`src/rtl/dcache_port_arbiter_pkg.sv`:
```
// Shared types and defaults for the data-cache port arbiter.
// Holds the FSM state encoding, default bus widths and the grant decision helper.
// Imported by the arbiter and by anything that inspects its state.
package dcache_port_arbiter_pkg;

    localparam int DPORT_ADDR_W = 32;
    localparam int DPORT_DATA_W = 32;
    localparam int DPORT_MASK_W = 4;

    typedef enum logic [2:0] {
        ST_IDLE    = 3'd0,
        ST_RD_WAIT = 3'd1,
        ST_WR_WAIT = 3'd2,
        ST_DRAIN   = 3'd3,
        ST_RESP    = 3'd4
    } dport_state_t;

    // Stores normally win; a waiting load only wins alone or once it has been starved.
    function automatic logic load_wins(input logic load_pend,
                                       input logic store_pend,
                                       input logic starved);
        return load_pend && (!store_pend || starved);
    endfunction

endpackage

```
`src/rtl/dcache_port_arbiter.sv`:
```
// Purpose: shares one dcache port between speculative loads and commit-time stores, one op in flight.
// Latency: grant cycle N, mem_req from N+1; mem_done at K gives the done pulse at K+1, IDLE at K+2.
// Backpressure: requesters hold their request until their done pulse; the cache holds off via mem_done.
module dcache_port_arbiter
    import dcache_port_arbiter_pkg::*;
#(
    parameter int ADDR_W       = DPORT_ADDR_W,
    parameter int DATA_W       = DPORT_DATA_W,
    parameter int STARVE_LIMIT = 4
) (
    input  logic                    clk,
    input  logic                    rst,
    input  logic                    flush,
    input  logic                    lsm_read,
    input  logic [ADDR_W-1:0]       lsm_read_addr,
    output logic                    lsm_read_done,
    output logic [DATA_W-1:0]       lsm_read_data,
    input  logic                    rob_write,
    input  logic [DPORT_MASK_W-1:0] rob_mask,
    input  logic [ADDR_W-1:0]       rob_addr,
    input  logic [DATA_W-1:0]       rob_data,
    output logic                    rob_write_valid,
    output logic                    mem_req,
    output logic                    mem_we,
    output logic [DPORT_MASK_W-1:0] mem_mask,
    output logic [ADDR_W-1:0]       mem_addr,
    output logic [DATA_W-1:0]       mem_wdata,
    input  logic                    mem_done,
    input  logic [DATA_W-1:0]       mem_rdata
);

    localparam int CNT_W = $clog2(STARVE_LIMIT + 1);
    localparam logic [CNT_W-1:0] CNT_MAX = CNT_W'(STARVE_LIMIT);

    dport_state_t     state;
    logic [CNT_W-1:0] starve_cnt;
    logic             load_pend;
    logic             starved;
    logic             grant_load;
    logic             grant_store;

    // Grant decision for the current IDLE cycle; a flush masks the load for that cycle only.
    always_comb begin
        load_pend   = lsm_read && !flush;
        starved     = (starve_cnt == CNT_MAX);
        grant_load  = load_wins(load_pend, rob_write, starved);
        grant_store = rob_write && !grant_load;
    end

    // Port FSM with registered cache-side and requester-side outputs.
    always_ff @(posedge clk) begin
        if (rst) begin
            state           <= ST_IDLE;
            starve_cnt      <= '0;
            mem_req         <= 1'b0;
            mem_we          <= 1'b0;
            mem_mask        <= '0;
            mem_addr        <= '0;
            mem_wdata       <= '0;
            lsm_read_done   <= 1'b0;
            lsm_read_data   <= '0;
            rob_write_valid <= 1'b0;
        end else begin
            lsm_read_done   <= 1'b0;
            rob_write_valid <= 1'b0;
            case (state)
                ST_IDLE: begin
                    if (grant_load) begin
                        state    <= ST_RD_WAIT;
                        mem_req  <= 1'b1;
                        mem_we   <= 1'b0;
                        mem_mask <= '0;
                        mem_addr <= lsm_read_addr;
                    end else if (grant_store) begin
                        state     <= ST_WR_WAIT;
                        mem_req   <= 1'b1;
                        mem_we    <= 1'b1;
                        mem_mask  <= rob_mask;
                        mem_addr  <= rob_addr;
                        mem_wdata <= rob_data;
                    end
                    // Counter only tracks stores that overtook a visible load.
                    if (!lsm_read || grant_load) begin
                        starve_cnt <= '0;
                    end else if (grant_store && !starved) begin
                        starve_cnt <= starve_cnt + 1'b1;
                    end
                end
                ST_RD_WAIT: begin
                    if (flush) begin
                        // A completion coinciding with the flush ends the access at once.
                        if (mem_done) begin
                            state   <= ST_IDLE;
                            mem_req <= 1'b0;
                        end else begin
                            state <= ST_DRAIN;
                        end
                    end else if (mem_done) begin
                        state         <= ST_RESP;
                        mem_req       <= 1'b0;
                        lsm_read_done <= 1'b1;
                        lsm_read_data <= mem_rdata;
                    end
                end
                ST_WR_WAIT: begin
                    if (mem_done) begin
                        state           <= ST_RESP;
                        mem_req         <= 1'b0;
                        rob_write_valid <= 1'b1;
                    end
                end
                ST_DRAIN: begin
                    // Cancelled load: finish the cache handshake, drop the data silently.
                    if (mem_done) begin
                        state   <= ST_IDLE;
                        mem_req <= 1'b0;
                    end
                end
                ST_RESP: begin
                    state <= ST_IDLE;
                end
                default: begin
                    state   <= ST_IDLE;
                    mem_req <= 1'b0;
                end
            endcase
        end
    end

endmodule

```
`config.mk`:
```
export PLATFORM = sky130hd
export DESIGN_NAME = dcache_port_arbiter
export DESIGN_NICKNAME = d
export VERILOG_FILES = /design/src/rtl/dcache_port_arbiter_pkg.sv /design/src/rtl/dcache_port_arbiter.sv
export SDC_FILE = /design/constraint.sdc
export NUM_CORES = 1
export LEC_CHECK = 0
export BUFFER_PORTS_ARGS = -buffer_cell sky130_fd_sc_hd__buf_2
export CORE_ASPECT_RATIO = 2
export CORE_MARGIN = 2
export CORE_UTILIZATION = 49
export CTS_BUF_LIST = sky130_fd_sc_hd__clkbuf_4 sky130_fd_sc_hd__clkbuf_8
export DETAILED_ROUTE_END_ITERATION = 6
export PLACE_DENSITY_LB_ADDON = 0.2
export SKIP_LAST_GASP = 1
export SYNTH_ARGS = -nofsm -noshare
export SYNTH_HDL_FRONTEND = slang
export SYNTH_SLANG_ARGS = --single-unit
export TNS_END_PERCENT = 10
```
`constraint.sdc`:
```
create_clock -name clk -period 4.7 [get_ports clk]
set_clock_uncertainty 0.1 [all_clocks]
set_input_delay 0.235 -clock clk [delete_from_list [all_inputs] [get_ports clk]]
set_output_delay 0.235 -clock clk [all_outputs]
set_load 0.05 [all_outputs]
```
# ---- Word-level counts from Yosys, hierarchy flattened
# Index checks and enable logic that the tools add are counted.
dict set report totals {
  input_bits 138
  output_inout_bits 104
  elab_cells 66
  register_bits 110
}
dict set report op_classes {
  n_eq_ne 8
  n_addsub 1
  muxes 19
  bitwise 5
  n_reduce_logical 23
}
# cell count
set ops {}
lappend ops {{32-bit 2-to-1 mux} 2}
lappend ops {{3-bit 2-to-1 mux} 7}
lappend ops {{3-bit one-hot mux with 4 select lines} 1}
lappend ops {{3-bit AND reduction} 3}
lappend ops {{4-bit 2-to-1 mux} 2}
lappend ops {{3-bit by 2-bit == test with 1-bit output (second input constant)} 2}
lappend ops {{3-bit == test (second input constant)} 2}
lappend ops {{2-bit AND reduction} 3}
lappend ops {{3-bit OR reduction} 2}
lappend ops {{1-bit logical NOT} 5}
lappend ops {{1-bit 2-to-1 mux} 5}
lappend ops {{1-bit inverter} 5}
lappend ops {{1-bit logical AND} 4}
lappend ops {{2-bit nonzero test} 2}
lappend ops {{3-bit by 1-bit adder with 3-bit output (second input constant)} 1}
lappend ops {{3-bit by 1-bit == test with 1-bit output (second input constant)} 1}
lappend ops {{3-bit logical NOT} 1}
lappend ops {{3-bit != test (second input constant)} 1}
lappend ops {{1-bit one-hot mux with 3 select lines} 1}
lappend ops {{1-bit logical OR} 2}
lappend ops {{2-bit 2-to-1 mux} 1}
lappend ops {{2-bit by 1-bit != test with 1-bit output (second input constant)} 1}
lappend ops {{2-bit != test (second input constant)} 1}
lappend ops {{2-bit OR reduction} 1}

# ---- Logic depth before layout (Yosys ltp)
# Gate-level depths: netlist of run 1.
dict set report depth {
  word_depth 8
  ltp_mapped 8
  ltp_nobuf 6
}

# ---- Least setup slack after synthesis of run 1
# Ideal clock, no wire load.
dict set report synth_path {
  kind {reg2reg}
  from {register starve_cnt[0]}
  to {register mem_addr[3]}
  path_slack_ns 3.169
  path_buffers 1
  t_required_ns 4.514
  path_stages_with_launch 8
  setup_ns 0.086
  period_less_slack_ns 1.531
  t_arrival_ns 1.345
  cell_sequence {dfxtp_1 -> inv_1 -> ha_1 -> a21boi_2 -> nand2b_1 -> buf_2 -> nand2_1 -> a211oi_1}
}
dict set report synth_via {
  elab_chain_len 7
  elab_cells_between_ends 8
  classes_between {1 x eq/ne; 1 x mux; 6 x reduce/logical}
}
# element line
set synth_lines {}
lappend synth_lines {{from (decl)} dcache_port_arbiter.sv:36} ;# logic [CNT_W-1:0] starve_cnt;
lappend synth_lines {{from (signal assigned)} dcache_port_arbiter.sv:86} ;# starve_cnt <= starve_cnt + 1'b1;
lappend synth_lines {{3-bit == test *} dcache_port_arbiter.sv:45} ;# starved = (starve_cnt == CNT_MAX);
lappend synth_lines {{1-bit logical OR *} dcache_port_arbiter_pkg.sv:22} ;# return load_pend && (!store_pend || starved);
lappend synth_lines {{1-bit logical AND *} dcache_port_arbiter_pkg.sv:22}
lappend synth_lines {{1-bit logical NOT} dcache_port_arbiter.sv:47} ;# grant_store = rob_write && !grant_load;
lappend synth_lines {{1-bit logical AND} dcache_port_arbiter.sv:47}
lappend synth_lines {{2-bit nonzero test (no source line)} -}
lappend synth_lines {{2-bit AND reduction (no source line)} -}
lappend synth_lines {{to (signal assigned)} dcache_port_arbiter.sv:73} ;# mem_addr <= lsm_read_addr;
lappend synth_lines {{to (signal assigned)} dcache_port_arbiter.sv:79} ;# mem_addr <= rob_addr;
lappend synth_lines {{to (decl)} dcache_port_arbiter.sv:26} ;# output logic [ADDR_W-1:0] mem_addr,
# Mark *: on every way between the ends. The rest lies on a longest branch, timed or not.
# A chain may end at the register's enable or synchronous reset.

# ---- Final worst setup path of run 1
dict set report layout_path {
  from {register starve_cnt[0]}
  to {register mem_addr[25]}
}
# The elaborated chain is that of the path after synthesis.

==> results.sh, run 1 <==
export IMPL_status="completed"
export IMPL_r2r_cells=6
export IMPL_io_buffers=241
export IMPL_dp_cells=830
export IMPL_p_clk_frac=0.266
export IMPL_irDropWorstVdd_mv=0.2733
export IMPL_gp_congestion=0.7872
export IMPL_grt_total_usage=0.2740
export IMPL_layout_drive_gt1_share=0.3276
export IMPL_grt_max_degree=110
export IMPL_grt_pass1_vias=4718
export IMPL_rows=47
export IMPL_cp_depth=6
export IMPL_setup_viol=0
export IMPL_first_iter_violations=211
export IMPL_cp_slowest_stage_delay_ps=980
export IMPL_syn_nets=667
export IMPL_synth_top_area_share=0.5216
export IMPL_core_um2=8351
export IMPL_fin_cells=918
export IMPL_end_kind="flip-flop"
export IMPL_finalHoldViolCount=0
export IMPL_critPathSlowestCell="nand2b_1"
export IMPL_fillers=612
export IMPL_start_kind="flip-flop"
export IMPL_numCtsBuffers=9
export IMPL_io_pins=242
export IMPL_max_slew_worst_pin_slew_ps=1271
export IMPL_hold_slack_ps=16.34
export IMPL_yosysWarnings=0
export IMPL_worstPathRequired_ps=4870
export IMPL_clk_path_buf_depth=2
export IMPL_cts_root_buf="clkbuf_8"
export IMPL_worst_slack_ps=2267
export IMPL_rsz0062_at_grt="false"
export IMPL_switching_share=0.3336
export IMPL_path_cells="inv_1 -> ha_1 -> a21boi_2 -> nand2b_1 -> nand2_1 -> a211oi_1"
export IMPL_synth_area_leader_cell="dfxtp_1"
export IMPL_p_switching_mw=0.7207
export IMPL_slew_limit_headroom=0.1524
export IMPL_vias=4769
export IMPL_fin_util=0.7528
export IMPL_seqPwrFrac=0.475
export IMPL_hpwl_mm=8.458
export IMPL_first_pass_iters=4
export IMPL_dieArea_um2=9419
export IMPL_synthesis_area_um2=4222
export IMPL_fin_crit_ps=2433
export IMPL_drt_antenna_violating_nets=0
export IMPL_syn_area_per_cell_um2=8.011
export IMPL_p_per_area_nw_per_um2=343.7
export IMPL_grt_busiest_layer="met2"
export IMPL_post_dp_cell_area_um2=5376
export IMPL_grt_use_met1=0.2786
export IMPL_dpl_worst_slack_ps=2293
export IMPL_intPower_mw=1.440
export IMPL_synthCells=527
export IMPL_grt_overflow_total=0
export IMPL_wl_mm=13.53
export IMPL_use_met2=0.4968
export IMPL_slew_viol_final=0
export IMPL_period_share=0.5176
export IMPL_nets=953
export IMPL_power_leakage_nw=3.000
export IMPL_clock_sinks=110
export IMPL_hold_path_class="primary input to flip-flop"
export IMPL_die_width_um=69.64
export IMPL_antenna_found_initial=0
export IMPL_hold_depth=3
export IMPL_grtUsageMet3=0.06176
export IMPL_tns_ps=0
export IMPL_syn2layout_area_growth_pct=48.90
export IMPL_cp_data_arrival_time_ps=2600
export IMPL_ctsHtreeMaxLevel=3
export IMPL_grt_pass1_wl_mm=20.94
export IMPL_max_cap_viol_count=0
export IMPL_cts_tree="done"
export IMPL_critPathTopFamily="simple AND/OR/NAND/NOR gates"
export IMPL_wire_per_inst_um=14.74
export IMPL_stdcell_area_um2=6286
export IMPL_path_buf_inv=1
export IMPL_clock_fmax_mhz=411.1
export IMPL_die_height_um=135.3
export IMPL_critical_path_class="flip-flop to flip-flop"
export IMPL_post_drt_via_cell_ratio=5.195
export IMPL_clkTransAtPathRegs_ps=100
export IMPL_ys_types=33
export IMPL_synthTopCellsByArea="dfxtp_1 52%, nand2_1 14%, a21oi_1 12%"
export IMPL_p_total_mw=2.161
export IMPL_synth_seq_area_share=0.5216
export IMPL_path_max_fanout=32
export IMPL_route_detailed_drc=0
export IMPL_p_comb_frac=0.260
export IMPL_synth_seq_cells=110
export IMPL_clock_latency_ps=350
export IMPL_start_util=0.5055
==> worst register-to-register path: cells and delay by family, from the launching register on <==
kind	cells	cell delay [ps]
AOI/OAI and AO/OA	2	470
adders and majority gates	1	240
DFF	1	340
buffers and inverters	1	60
and+or+nand+nor	2	1130
==> power by group through the flow <==
| stage | Sequential [mW] | Combinational, mW | Clock, mW |
|---|---|---|---|
| after global placement | 1.04 | 0.501 | 0 |
| after floorplan | 1.24 | 0.167 | 0 |
| after CTS | 1.02 | 0.555 | 0.587 |
| final | 1.03 | 0.561 | 0.574 |
| after detailed placement | 1.05 | 0.510 | 0 |
| after global routing | 1.03 | 0.599 | 0.620 |
==> path summary, 6_finish.rpt <==
path / from / end / slack [ps]
min reg2reg: lsm_read_data[16]$_SDFFE_PP0P_ / lsm_read_data[16]$_SDFFE_PP0P_ / 360
max: starve_cnt[0]$_SDFFE_PP0P_ / mem_addr[25]$_SDFFE_PP0P_ / 2270
min: rob_data[3] / mem_wdata[3]$_SDFFE_PP0P_ / 20
max reg2reg: starve_cnt[0]$_SDFFE_PP0P_ / mem_addr[25]$_SDFFE_PP0P_ / 2270
==> sequential cells by signal, summed over array words and instances, names as in the netlist <==
signal           flops
mem_we               1
rob_write_valid      1
state                3
mem_addr            32
mem_mask             4
mem_wdata           32
mem_req              1
lsm_read_done        1
starve_cnt           3
lsm_read_data       32
==> kinds of logic (layout without fill, tap and decap cells) <==
group / Yosys count / count (layout) / share of synthesized area
buffers and inverters: 43 / 334 / 0.05246
AND/OR/NAND/NOR: 222 / 222 / 0.2110
flip-flops: 110 / 110 / 0.5216
adder cells (fa/ha/maj): 2 / 2 / 0.005927
multiplexers: 3 / 3 / 0.007410
other: 0 / 2 / 0
AO/OA/AOI/OAI: 147 / 147 / 0.2015
==> layout make-up <==
class                      instances  area (um^2)  area share
antenna                            2        5.005   0.0007962
clock buffer                      11        145.1     0.02309
tap                               98        122.6     0.01951
timing repair buffer             315         1939      0.3085
inverter                           3        11.26    0.001791
sequential                       110         2202      0.3503
clock inverter                     5        58.81    0.009355
multi-input combinational        374         1802      0.2866
==> timing repair <==
| item | 4_1_cts | 5_1_grt |
|---|---|---|
| resized for setup | 0 | 0 |
| endpoints found under the hold margin | 68 | 2 |
| buffers inserted | 0 | 0 |
| hold buffers | 68 | 2 |
| setup endpoints to repair | 0 | 0 |
==> routing by layer <==
metal	routed length [um]	vias to the layer above	part of all wire
met4	683	0	0.050
met3	843	55	0.062
li1	-	2329	-
met1	4883	2157	0.36
met5	0	-	0
met2	7118	228	0.53
==> cells in the final DEF, fill, tap and decap left out, types with 2 or more instances in the layout <==
master and count:
clkbuf_8 10, buf_2 240, dlygate4sd3_1 70, a22oi_1 5
diode_2 2, clkinvlp_4 2, o21ai_0 3, nand2_1 162
inv_1 3, buf_4 5, nor2b_1 2, ha_1 2
nor2_1 43, a21oi_1 101, a211oi_1 32, nand2b_1 3
nor3_1 3, mux2i_1 2, dfxtp_1 110
==> cell usage after synthesis <==
cell      count
nand2_1     162
dfxtp_1     110
a21oi_1     101
nor2_1       43
a211oi_1     32
clkbuf_1     17
buf_2        15
a22oi_1       5
buf_4         5
buf_6         3
inv_1         3
nand2b_1      3
nor3_1        3
o21ai_0       3
ha_1          2
mux2i_1       2
nor2b_1       2
a21boi_2      1
and4_1        1
and4b_1       1
mux2_2        1
nand3_1       1
nand3b_1      1
nand4_1       1
nand4b_1      1
nor2_2        1
nor3_4        1
o211a_1       1
o211ai_1      1
o21a_2        1
o21ai_1       1
o32a_1        1
or2_2         1
Power figures use the tool's default switching activity.
==> run 2: changes to the inputs <==
--- a/config.mk
+++ b/config.mk
@@ -8,7 +8,7 @@
 export BUFFER_PORTS_ARGS = -buffer_cell sky130_fd_sc_hd__buf_2
 export CORE_ASPECT_RATIO = 2
 export CORE_MARGIN = 2
-export CORE_UTILIZATION = 49
+export CORE_UTILIZATION = 45
 export CTS_BUF_LIST = sky130_fd_sc_hd__clkbuf_4 sky130_fd_sc_hd__clkbuf_8
 export DETAILED_ROUTE_END_ITERATION = 6
 export PLACE_DENSITY_LB_ADDON = 0.2
==> constraint.sdc (replaced) <==
create_clock -name clk -period 2.3 [get_ports clk]
set_clock_uncertainty 0.1 [all_clocks]
set_input_delay 0.115 -clock clk [delete_from_list [all_inputs] [get_ports clk]]
set_output_delay 0.115 -clock clk [all_outputs]
set_load 0.05 [all_outputs]
==> run 2 against run 1 <==
Sequential cell count unchanged. Clock-buffer cell count unchanged. Cell count up 8.0%. Critical endpoint is now mem_addr[23]$_SDFFE_PP0P_. Wire length is 13% higher. Combinational power up 130%. Highest routed layer unchanged. Register-to-register slack got worse by 1900 ps. First-iteration DRC count grew 18%.
==> results.sh, run 2 (synthesized netlist as in run 1, its figures left out) <==
export IMPL_slew_limit_headroom=0.6702
export IMPL_die_height_um=141.0
export IMPL_setup_viol=0
export IMPL_critical_path_class="flip-flop to flip-flop"
export IMPL_rows=50
export IMPL_r2r_cells=7
export IMPL_layout_drive_gt1_share=0.3089
export IMPL_clock_latency_ps=360
export IMPL_post_dp_cell_area_um2=5441
export IMPL_cp_slowest_stage_delay_ps=350
export IMPL_core_um2=9259
export IMPL_path_cells="inv_1 -> ha_1 -> a21boi_2 -> nand2b_1 -> buf_4 -> nand2_1 -> a211oi_1"
export IMPL_cts_resized_gates=0
export IMPL_fin_cells=991
export IMPL_grt_total_usage=0.2918
export IMPL_hold_path_class="primary input to flip-flop"
export IMPL_die_width_um=72.49
export IMPL_status="completed"
export IMPL_wl_mm=15.32
export IMPL_route_detailed_drc=0
export IMPL_worstPathRequired_ps=2460
export IMPL_grt_pass1_vias=5199
export IMPL_hold_depth=3
export IMPL_finalHoldViolCount=0
export IMPL_wire_per_inst_um=15.46
export IMPL_slew_viol_final=0
export IMPL_mostFrequentLayoutCell="buf_2"
export IMPL_clock_sinks=110
export IMPL_vias=5226
export IMPL_cts_tree="done"
export IMPL_rsz0062_at_grt="false"
export IMPL_worst_slack_ps=340.8
export IMPL_dieArea_um2=10220
export IMPL_io_buffers=241
export IMPL_fin_crit_ps=1959
export IMPL_dpl_worst_slack_ps=475.0
export IMPL_grt_pass1_wl_mm=23.52
export IMPL_first_iter_violations=250
export IMPL_max_cap_viol_count=0
export IMPL_clkTransAtPathRegs_ps=100
export IMPL_numCtsBuffers=9
export IMPL_irDropWorstVdd_mv=0.4122
export IMPL_grt_overflow_total=0
export IMPL_cp_depth=7
export IMPL_stdcell_area_um2=6967
export IMPL_tns_ps=0
export IMPL_grt_max_degree=47
export IMPL_n_antenna_cell=0
export IMPL_end_kind="flip-flop"
export IMPL_first_pass_iters=5
export IMPL_nets=1022
export IMPL_gp_congestion=0.8767
export IMPL_drt_antenna_violating_nets=0
export IMPL_critPathSlowestCell="dfxtp_1"
export IMPL_io_pins=242
export IMPL_p_per_area_nw_per_um2=643.0
export IMPL_period_share=0.8518
export IMPL_critPathTopFamily="compound AO/OA/AOI/OAI gates"
export IMPL_cp_data_arrival_time_ps=2120
export IMPL_path_buf_inv=2
export IMPL_reg_top3="lsm_read_data (32), mem_addr (32), mem_wdata (32)"
export IMPL_cts_root_buf="clkbuf_8"
export IMPL_path_max_fanout=32
export IMPL_hpwl_mm=8.819
export IMPL_start_util=0.4559
export IMPL_post_drt_via_cell_ratio=5.273
export IMPL_antenna_found_initial=0
export IMPL_start_kind="flip-flop"
export IMPL_clock_fmax_mhz=510.4
export IMPL_ctsHtreeMaxLevel=3
export IMPL_power_leakage_nw=3.294
export IMPL_max_slew_worst_pin_slew_ps=494.7
export IMPL_clk_path_buf_depth=2
export IMPL_final_cell_mix="240 x buf_2, 162 x nand2_1, 133 x dlygate4sd3_1, 110 x dfxtp_1, 101 x a21oi_1"
export IMPL_syn2layout_area_growth_pct=65.03
export IMPL_dp_cells=842
run 2: cell types whose count changed in the layout (fill, tap and decap cells not counted), sizes merged:
cell,delta
clkinvlp,-1
dlygate4sd3,+63
clkinv,+1
bufinv,-1
inv,+1
buf,+6
diode,-2
run 2: worst min-delay path, cell delays in order:
cell	delay, ps
buf_2	170
o21ai_2	90
a21oi_1	110
run 2: worst paths after layout:
check | from | end | slack, ps
min reg2reg | lsm_read_data[5]$_SDFFE_PP0P_ | lsm_read_data[5]$_SDFFE_PP0P_ | 360
min | rob_write | mem_req$_SDFFE_PP0P_ | 70
max | starve_cnt[0]$_SDFFE_PP0P_ | mem_addr[23]$_SDFFE_PP0P_ | 340
max reg2reg | starve_cnt[0]$_SDFFE_PP0P_ | mem_addr[23]$_SDFFE_PP0P_ | 340
run 2: final cells by class:
| class | count | area (um^2) |
|---|---|---|
| clock inverters | 5 | 42.54 |
| repair buffers | 384 | 2628 |
| multi-input cells | 374 | 1802 |
| flip-flops and latches | 110 | 2202 |
| inverters | 3 | 11.26 |
| clock buffers | 11 | 151.4 |
| fillers | 632 | 2292 |
| well taps | 104 | 130.1 |
run 2: per-layer routing:
layer / vias up / part of all wire / global-route usage
li1: 2462 / - / -
met1: 2389 / 0.33 / 0.2869
met2: 296 / 0.53 / 0.5162
met3: 79 / 0.076 / 0.07076
met4: 0 / 0.058 / 0.2047
met5: - / 0 / 0
run 2: per-stage QoR:
stage	utilization	hold slack (ps)	total power [mW]
2_1_floorplan	-	151.0	2.884
3_3_place_gp	0.5877	253.8	3.179
3_5_place_dp	0.5877	257.7	3.197
4_1_cts	0.7514	0.3109	4.472
5_1_grt	0.7524	89.11	4.676
6_report	0.7524	68.52	4.480
run 2: report_power, final:
group	internal, mW	switching [mW]	total (mW)
logic	0.451	0.817	1.27
registers	2.03	0.0740	2.10
clock network	0.463	0.647	1.11
run 2: what timing repair did:
item                                   CTS  global route
endpoints found under the hold margin  103             1
setup buffers                            0             0
hold buffers                           132             1
